File: config.mk
export PLATFORM = sky130hd
export DESIGN_NAME = instr_encoder
export DESIGN_NICKNAME = d
export VERILOG_FILES = /design/src/rtl/instr_encoder.sv
export SDC_FILE = /design/constraint.sdc
export NUM_CORES = 1
export LEC_CHECK = 0
export CORE_UTILIZATION = 46
export CTS_BUF_LIST = sky130_fd_sc_hd__clkbuf_8
export DETAILED_ROUTE_END_ITERATION = 10
export HOLD_SLACK_MARGIN = 0.02
export PLACE_DENSITY = 0.87
export SKIP_CTS_REPAIR_TIMING = 1
export SYNTH_ARGS = -nofsm -noshare
export SYNTH_HDL_FRONTEND = slang
export SYNTH_SLANG_ARGS = --single-unit
File: constraint.sdc
create_clock -name clk -period 3.25 [get_ports clk]
set_input_delay 0.65 -clock clk [delete_from_list [all_inputs] [get_ports clk]]
set_output_delay 0.65 -clock clk [all_outputs]
set_load 0.01 [all_outputs]
File: src/rtl/instr_encoder.sv
// Packs MIPS instruction fields into 32-bit words and streams them to instruction memory.
// Optional NOP padding of the unused memory tail on finish is enabled by defining ENC_NOP_PAD_EN.
module instr_encoder #(
    parameter int ADDR_W    = 8,
    parameter int BASE_ADDR = 0
) (
    input  logic              clk,
    input  logic              rst_n,
    input  logic              start,
    input  logic              finish,
    input  logic              in_valid,
    output logic              in_ready,
    input  logic [2:0]        op,
    input  logic [4:0]        rs,
    input  logic [4:0]        rt,
    input  logic [4:0]        rd,
    input  logic [4:0]        shamt,
    input  logic [5:0]        funct,
    input  logic [15:0]       imm,
    input  logic [25:0]       target,
    output logic              mem_we,
    output logic [ADDR_W-1:0] mem_addr,
    output logic [31:0]       mem_wdata,
    output logic [ADDR_W:0]   count,
    output logic              busy,
    output logic              full
);

    localparam logic [ADDR_W:0]   CAP   = {1'b1, {ADDR_W{1'b0}}};
    localparam logic [ADDR_W:0]   ONE_C = {{ADDR_W{1'b0}}, 1'b1};
    localparam logic [ADDR_W-1:0] ONE_A = {{(ADDR_W-1){1'b0}}, 1'b1};
    localparam logic [ADDR_W-1:0] BASE  = BASE_ADDR[ADDR_W-1:0];

`ifdef ENC_NOP_PAD_EN
    typedef enum logic [1:0] {IDLE = 2'd0, LOAD = 2'd1, FULL = 2'd2, PAD = 2'd3} state_t;
`else
    typedef enum logic [1:0] {IDLE = 2'd0, LOAD = 2'd1, FULL = 2'd2} state_t;
`endif

    state_t            state, state_n;
    logic [ADDR_W-1:0] addr_nxt;
    logic              clr;
    logic              vld_p0;
    logic [31:0]       word_p0;
    logic [ADDR_W:0]   cnt_inc;

    function automatic logic [31:0] encode(
        input logic [2:0]  o,
        input logic [4:0]  s,
        input logic [4:0]  t,
        input logic [4:0]  d,
        input logic [4:0]  sh,
        input logic [5:0]  fn,
        input logic [15:0] im,
        input logic [25:0] tg
    );
        logic [31:0] w;
        case (o)
            3'd0:    w = {6'b000000, s, t, d, sh, fn};
            3'd1:    w = {6'b000100, s, t, im};
            3'd2:    w = {6'b000101, s, t, im};
            3'd3:    w = {6'b100011, s, t, im};
            3'd4:    w = {6'b101011, s, t, im};
            3'd5:    w = {6'b001000, s, t, im};
            3'd6:    w = {6'b000010, tg};
            default: w = {6'b001111, 5'b00000, t, im};
        endcase
        return w;
    endfunction

    assign cnt_inc = count + ONE_C;

    // full stays visible for the cycle that writes the last word even if the FSM has already gone idle
    assign full     = (count == CAP) && ((state != IDLE) || mem_we);
    assign in_ready = (state == LOAD) && !full;
    assign busy     = (state != IDLE);

    always_comb begin
        state_n = state;
        clr     = 1'b0;
        vld_p0  = 1'b0;
        word_p0 = '0;
        case (state)
            IDLE: begin
                if (start) begin
                    state_n = LOAD;
                    clr     = 1'b1;
                end
            end
            LOAD: begin
                if (in_valid) begin
                    vld_p0  = 1'b1;
                    word_p0 = encode(op, rs, rt, rd, shamt, funct, imm, target);
                end
                if (finish) begin
`ifdef ENC_NOP_PAD_EN
                    state_n = (in_valid && cnt_inc == CAP) ? IDLE : PAD;
`else
                    state_n = IDLE;
`endif
                end else if (in_valid && cnt_inc == CAP) begin
                    state_n = FULL;
                end
            end
            FULL: begin
                if (finish) state_n = IDLE;
            end
`ifdef ENC_NOP_PAD_EN
            PAD: begin
                vld_p0 = 1'b1;
                if (cnt_inc == CAP) state_n = IDLE;
            end
`endif
            default: state_n = IDLE;
        endcase
    end

    // stage p0 -> memory write port
    always_ff @(posedge clk) begin
        if (!rst_n) begin
            state     <= IDLE;
            mem_we    <= 1'b0;
            mem_addr  <= '0;
            mem_wdata <= '0;
            count     <= '0;
            addr_nxt  <= '0;
        end else begin
            state  <= state_n;
            mem_we <= vld_p0;
            if (clr) begin
                count    <= '0;
                addr_nxt <= BASE;
            end else if (vld_p0) begin
                count     <= cnt_inc;
                addr_nxt  <= addr_nxt + ONE_A;
                mem_addr  <= addr_nxt;
                mem_wdata <= word_p0;
            end
        end
    end

endmodule

; ---- Yosys cells after proc, flatten, opt, wreduce, memory -nomap -nowiden
; Index checks and enable logic that the tools add are counted.
; W data, S select, Z words.
[word_totals]
inputBits = 76
latch_bits = 0
rom_bits = 0
ff_bits = 60
memories = 0
output_inout_bits = 53
ram_bits = 0
elab_cells = 46
[op_classes]
div = 0
n_reduce_logical = 11
order_cmp = 0
addsub = 2
shift = 0
bitwise = 2
n_mul = 0
n_eq_ne = 13
n_mux = 12
[ops]
columns = operator, n
row1 = $pmux W32 S7, 1
row2 = $mux W32, 2
row3 = $eq A9 B9 Y1 const B, 2
row4 = $add A9 B1 Y9 const B, 1
row5 = $eq A3 B3 Y1 const B, 3
row6 = $add A8 B1 Y8 const B, 1
row7 = $mux W2, 4
row8 = $eq A3 B2 Y1 const B, 2
row9 = $pmux W2 S3, 1
row10 = $mux W1, 4
row11 = $ne A2 B2 Y1 const B, 2
row12 = $eq A3 B1 Y1 const B, 1
row13 = $logic_and A1 B1 Y1, 3
row14 = $logic_not A3 Y1, 1
row15 = $ne A3 B2 Y1 const B, 1
row16 = $reduce_and A3 Y1, 1
row17 = $eq A2 B1 Y1 const B, 1
row18 = $eq A2 B2 Y1 const B, 1
row19 = $logic_not A2 Y1, 1
row20 = $not A1 Y1, 2
row21 = $reduce_and A2 Y1, 1
row22 = $reduce_bool A2 Y1, 1
row23 = $reduce_or A2 Y1, 1
row24 = $logic_not A1 Y1, 1
row25 = $logic_or A1 B1 Y1, 1

; ---- Depth between registers and ports, before layout
[logic_depth]
word_depth = 6
ltp_mapped = 7
mapped_depth_nobuf = 6

; ---- Worst setup path after synthesis
; No wires, ideal clock.
[synth_timing]
path_kind = reg2out
start = reg count[2]
end = out in_ready
path_slack_ns = 1.166
path_buffers = 0
required_time_ns = 2.600
stages_incl_launch_ff = 4
arrival_time_ns = 1.434
cell_sequence = dfxtp_1 -> or3_1 -> nor4_1 -> nor2_1
[synth_via]
elab_chain_cells = 4
[synth_rtl]
columns = element, line
row1 = "start, declared", 24  ; output logic [ADDR_W:0] count,
row2 = "start signal, assigned", 134  ; count <= cnt_inc;
row3 = $eq A9 B9 Y1, 74  ; assign full = (count == CAP) && ((state != IDLE) || mem_we);
row4 = $logic_and A1 B1 Y1, 74
row5 = net full, 26  ; output logic full
row6 = $logic_not A1 Y1, 75  ; assign in_ready = (state == LOAD) && !full;
row7 = $logic_and A1 B1 Y1, 75
row8 = "end, declared", 12  ; output logic in_ready,
; The timed path passes the listed nets, and every way through them passes these cells.

; ---- Final worst setup path
[layout_timing]
start = reg count[2]
end = out full
[layout_via]
elab_chain_cells = 2
[layout_rtl]
columns = element, line
row1 = $eq A9 B9 Y1, 74
row2 = $logic_and A1 B1 Y1, 74
row3 = "end, declared", 26
; Every way passes these cells.

==> metrics.md <==
| Metric | Value |
|---|---|
| Data arrival, critical path | 2.12 ns |
| Row cnt | 28 |
| Startpoint types | flip-flop |
| Root buffer cell | clkbuf_8 |
| Placement Cell Area | 4130 um2 |
| Drt total wl | 7970 um |
| Worst-path maximum fanout | 7 |
| First-pass GRT wire length | 12700 um |
| Detailed placement HPWL | 5640 um |
| Worst path required time | 2.60 ns |
| Clock transition at path regs | 0.07 ns |
| Setup Viol. Count Final | 0 |
| FF-to-FF path depth | 5 |
| Power Density | 432 nW/um2 |
| Clock Sinks | 59 |
| Most numerous cell in the Yosys netlist | nand2_1 |
| Max Slew Vio Count | 0 |
| Via/cell ratio | 5.49 |
| Post-synth EDFFs | 0 |
| H-tree lvl count | 3 |
| Synth area leaders | dfxtp_1, nand2_1, a22o_1 |
| Skew final | 0.00542 ns |
| Cell count after synthesis | 329 |
| Placer Congestion | 0.838 |
| Setup repair after global routing missed its margin | false |
| TritonRoute pass-1 iters | 5 |
| Yosys warning count | 0 |
| Antenna violations before repair | 0 |
| Final TNS setup | 0 ns |
| Asr flop ratio synth | 0% |
| Hold path depth | 2 |
| Post-synth top area cell | dfxtp_1 |
| Post-synth top flop | dfxtp_1 |
| Largest net degree at the start of global routing | 29 |
| Post-synth top area share | 41.8% |
| Grt total ovfl | 0 |
| # IOs | 129 |
| Proportion of layout cells with a drive suffix above 1 | 7.27% |
| Post-Syn Nets | 409 |
| Top delay family on crit path | simple AND/OR/NAND/NOR gates |
| FMAX | 361 MHz |
| Total GRT Usage | 26.1% |
| Initial Util | 47.7% |
| Crit. End Element | output port |
| DRC | 0 |
| Number of I/O port buffers | 127 |
| Max VDD drop | 0.307 mV |
| DR vias | 2902 |
| Leak pwr | 1.78 nW |
| Slowest stage cell, crit path | clkdlybuf4s50_1 |
| WL per Instance | 15.1 um |
| #FFs+latches synth | 59 |
| Die area | 6460 um2 |
| Final instance area | 4390 um2 |
| Register area share after synthesis | 41.8% |
| WS Path Type | reg -> out |
| Unique masters post-synth | 44 |
| Post-Syn Area | 2830 um2 |
| Num CTS Buffers | 9 |
| Status | completed |
| Antenna cells | 0 |
| Worst Max-Slew Pin Slew | 1.03 ns |
| Tcrit/Tclk final | 85.3% |
| Core Region | 5920 um2 |
| DIE HEIGHT | 80.4 um |
| Area Growth Syn to Fin | 55.4% |
| Crit path depth | 3 |
| Critical Path, Cell by Cell | or3_1 > nor4_1 > clkdlybuf4s50_1 |
| Post-synth top cells | nand2_1, dfxtp_1, nor2_1 |
| Maxcap violations | 0 |
| Final hold viol count | 0 |
| Tmin final | 2.77 ns |
| Worst slew margin | 31.1% |
| CTS tree | yes |
| Worst Path Buf+Inv | 1 |
| Crit path largest cell delay | 0.61 ns |
| Clock Tree Buf Depth | 2 |
| Layout net count | 529 |
| Vias in the first global route | 2804 |
| ANT nets after route | 0 |
| Worst Hold Class | reg -> reg |
| Syn Area/Cell | 8.59 um2 |
| Worst skew pair latency | 0.34 ns |
| Drt initial violations | 100 |
| Die X | 80.4 um |
[worst min-delay path, stage by stage, from the launching register on]
cell and delay (ns):
dfxtp_1 0.31, nand2_1 0.05, a21boi_0 0.06
[kinds of logic (layout without fill, tap and decap cells)]
family,count (synthesis),count (layout),share of synthesized area [%]
multiplexers,7,7,2.48
AND/OR/NAND/NOR,128,128,20.8
buffers and inverters,30,155,4.91
other,1,1,0.133
AO/OA/AOI/OAI,82,82,22.5
flip-flops,59,59,41.8
XOR/XNOR,18,18,5.58
adder cells (fa/ha/maj),4,4,1.77
[flip-flops by register name, indices dropped and copies added, names as in the netlist]
| name | cells |
|---|---|
| mem_we | 1 |
| count | 9 |
| mem_addr | 8 |
| addr_nxt | 8 |
| mem_wdata | 31 |
| state | 2 |
[where the power goes]
part | switching, W | leakage, nW | internal, W | total (W)
Combinational | 0.000114 | 1.17 | 0.000162 | 0.000276
Sequential | 0.0000144 | 0.479 | 0.000747 | 0.000761
Clock | 0.000288 | 0.133 | 0.000571 | 0.000859
[cells in the final DEF (no fill, tap or decap), drive strengths merged, types with 2 or more instances in the layout]
master,instances
a22o,16
mux2i,7
a22oi,16
dfxtp,59
nand2,64
nand2b,3
bufinv,3
nor2,23
and2,2
ha,4
nand3,17
xnor2,4
o211ai,2
o21ai,17
or3,2
clkbuf,12
nand3b,3
clkdlybuf4s50,127
nand4,6
a21oi,3
a21boi,9
xor2,14
buf,7
nor4,2
inv,5
o211a,14
[stage by stage]
| stage | utilization (%) | hold slack [ns] | power, W | setup slack, ns | cells |
|---|---|---|---|---|---|
| 6_report | 74.2 | 0.465 | 0.00190 | 0.476 | 529 |
| 5_1_grt | 74.2 | 0.492 | 0.00196 | 0.367 | 529 |
| 4_1_cts | 74.2 | 0.469 | 0.00190 | 0.448 | 529 |
| 3_5_place_dp | 69.8 | 0.459 | 0.00105 | 0.532 | 513 |
| 3_3_place_gp | 69.8 | 0.454 | 0.00105 | 0.684 | 513 |
| 2_1_floorplan | - | 0.453 | 0.000887 | 1.17 | 329 |
[worst paths after layout]
path                             from                  endpoint  slack (ns)
max             count[2]$_SDFFE_PP0P_                      full        0.48
max reg2reg     count[0]$_SDFFE_PP0P_     state[0]$_SDFFE_PN0P_        1.48
min          mem_addr[3]$_SDFFE_PN0P_  mem_addr[3]$_SDFFE_PN0P_        0.47
min reg2reg  mem_addr[3]$_SDFFE_PN0P_  mem_addr[3]$_SDFFE_PN0P_        0.47
[cell type report]
class	count	area, um2
clock buffers	12	165
repair buffers	134	1320
inverters	5	18.8
clock inverters	4	95.1
multi-input cells	240	1510
fillers	443	1530
well taps	75	93.8
flip-flops and latches	59	1180
[routing by layer]
layer	vias up	share of wire (%)	global-route usage, %
met2	107	51	45.8
met5	-	0	0
met3	17	7.5	9.77
li1	1395	-	-
met1	1383	39	27.7
met4	0	2.1	11.3
Note: power is estimated with default switching activity, not from simulation.
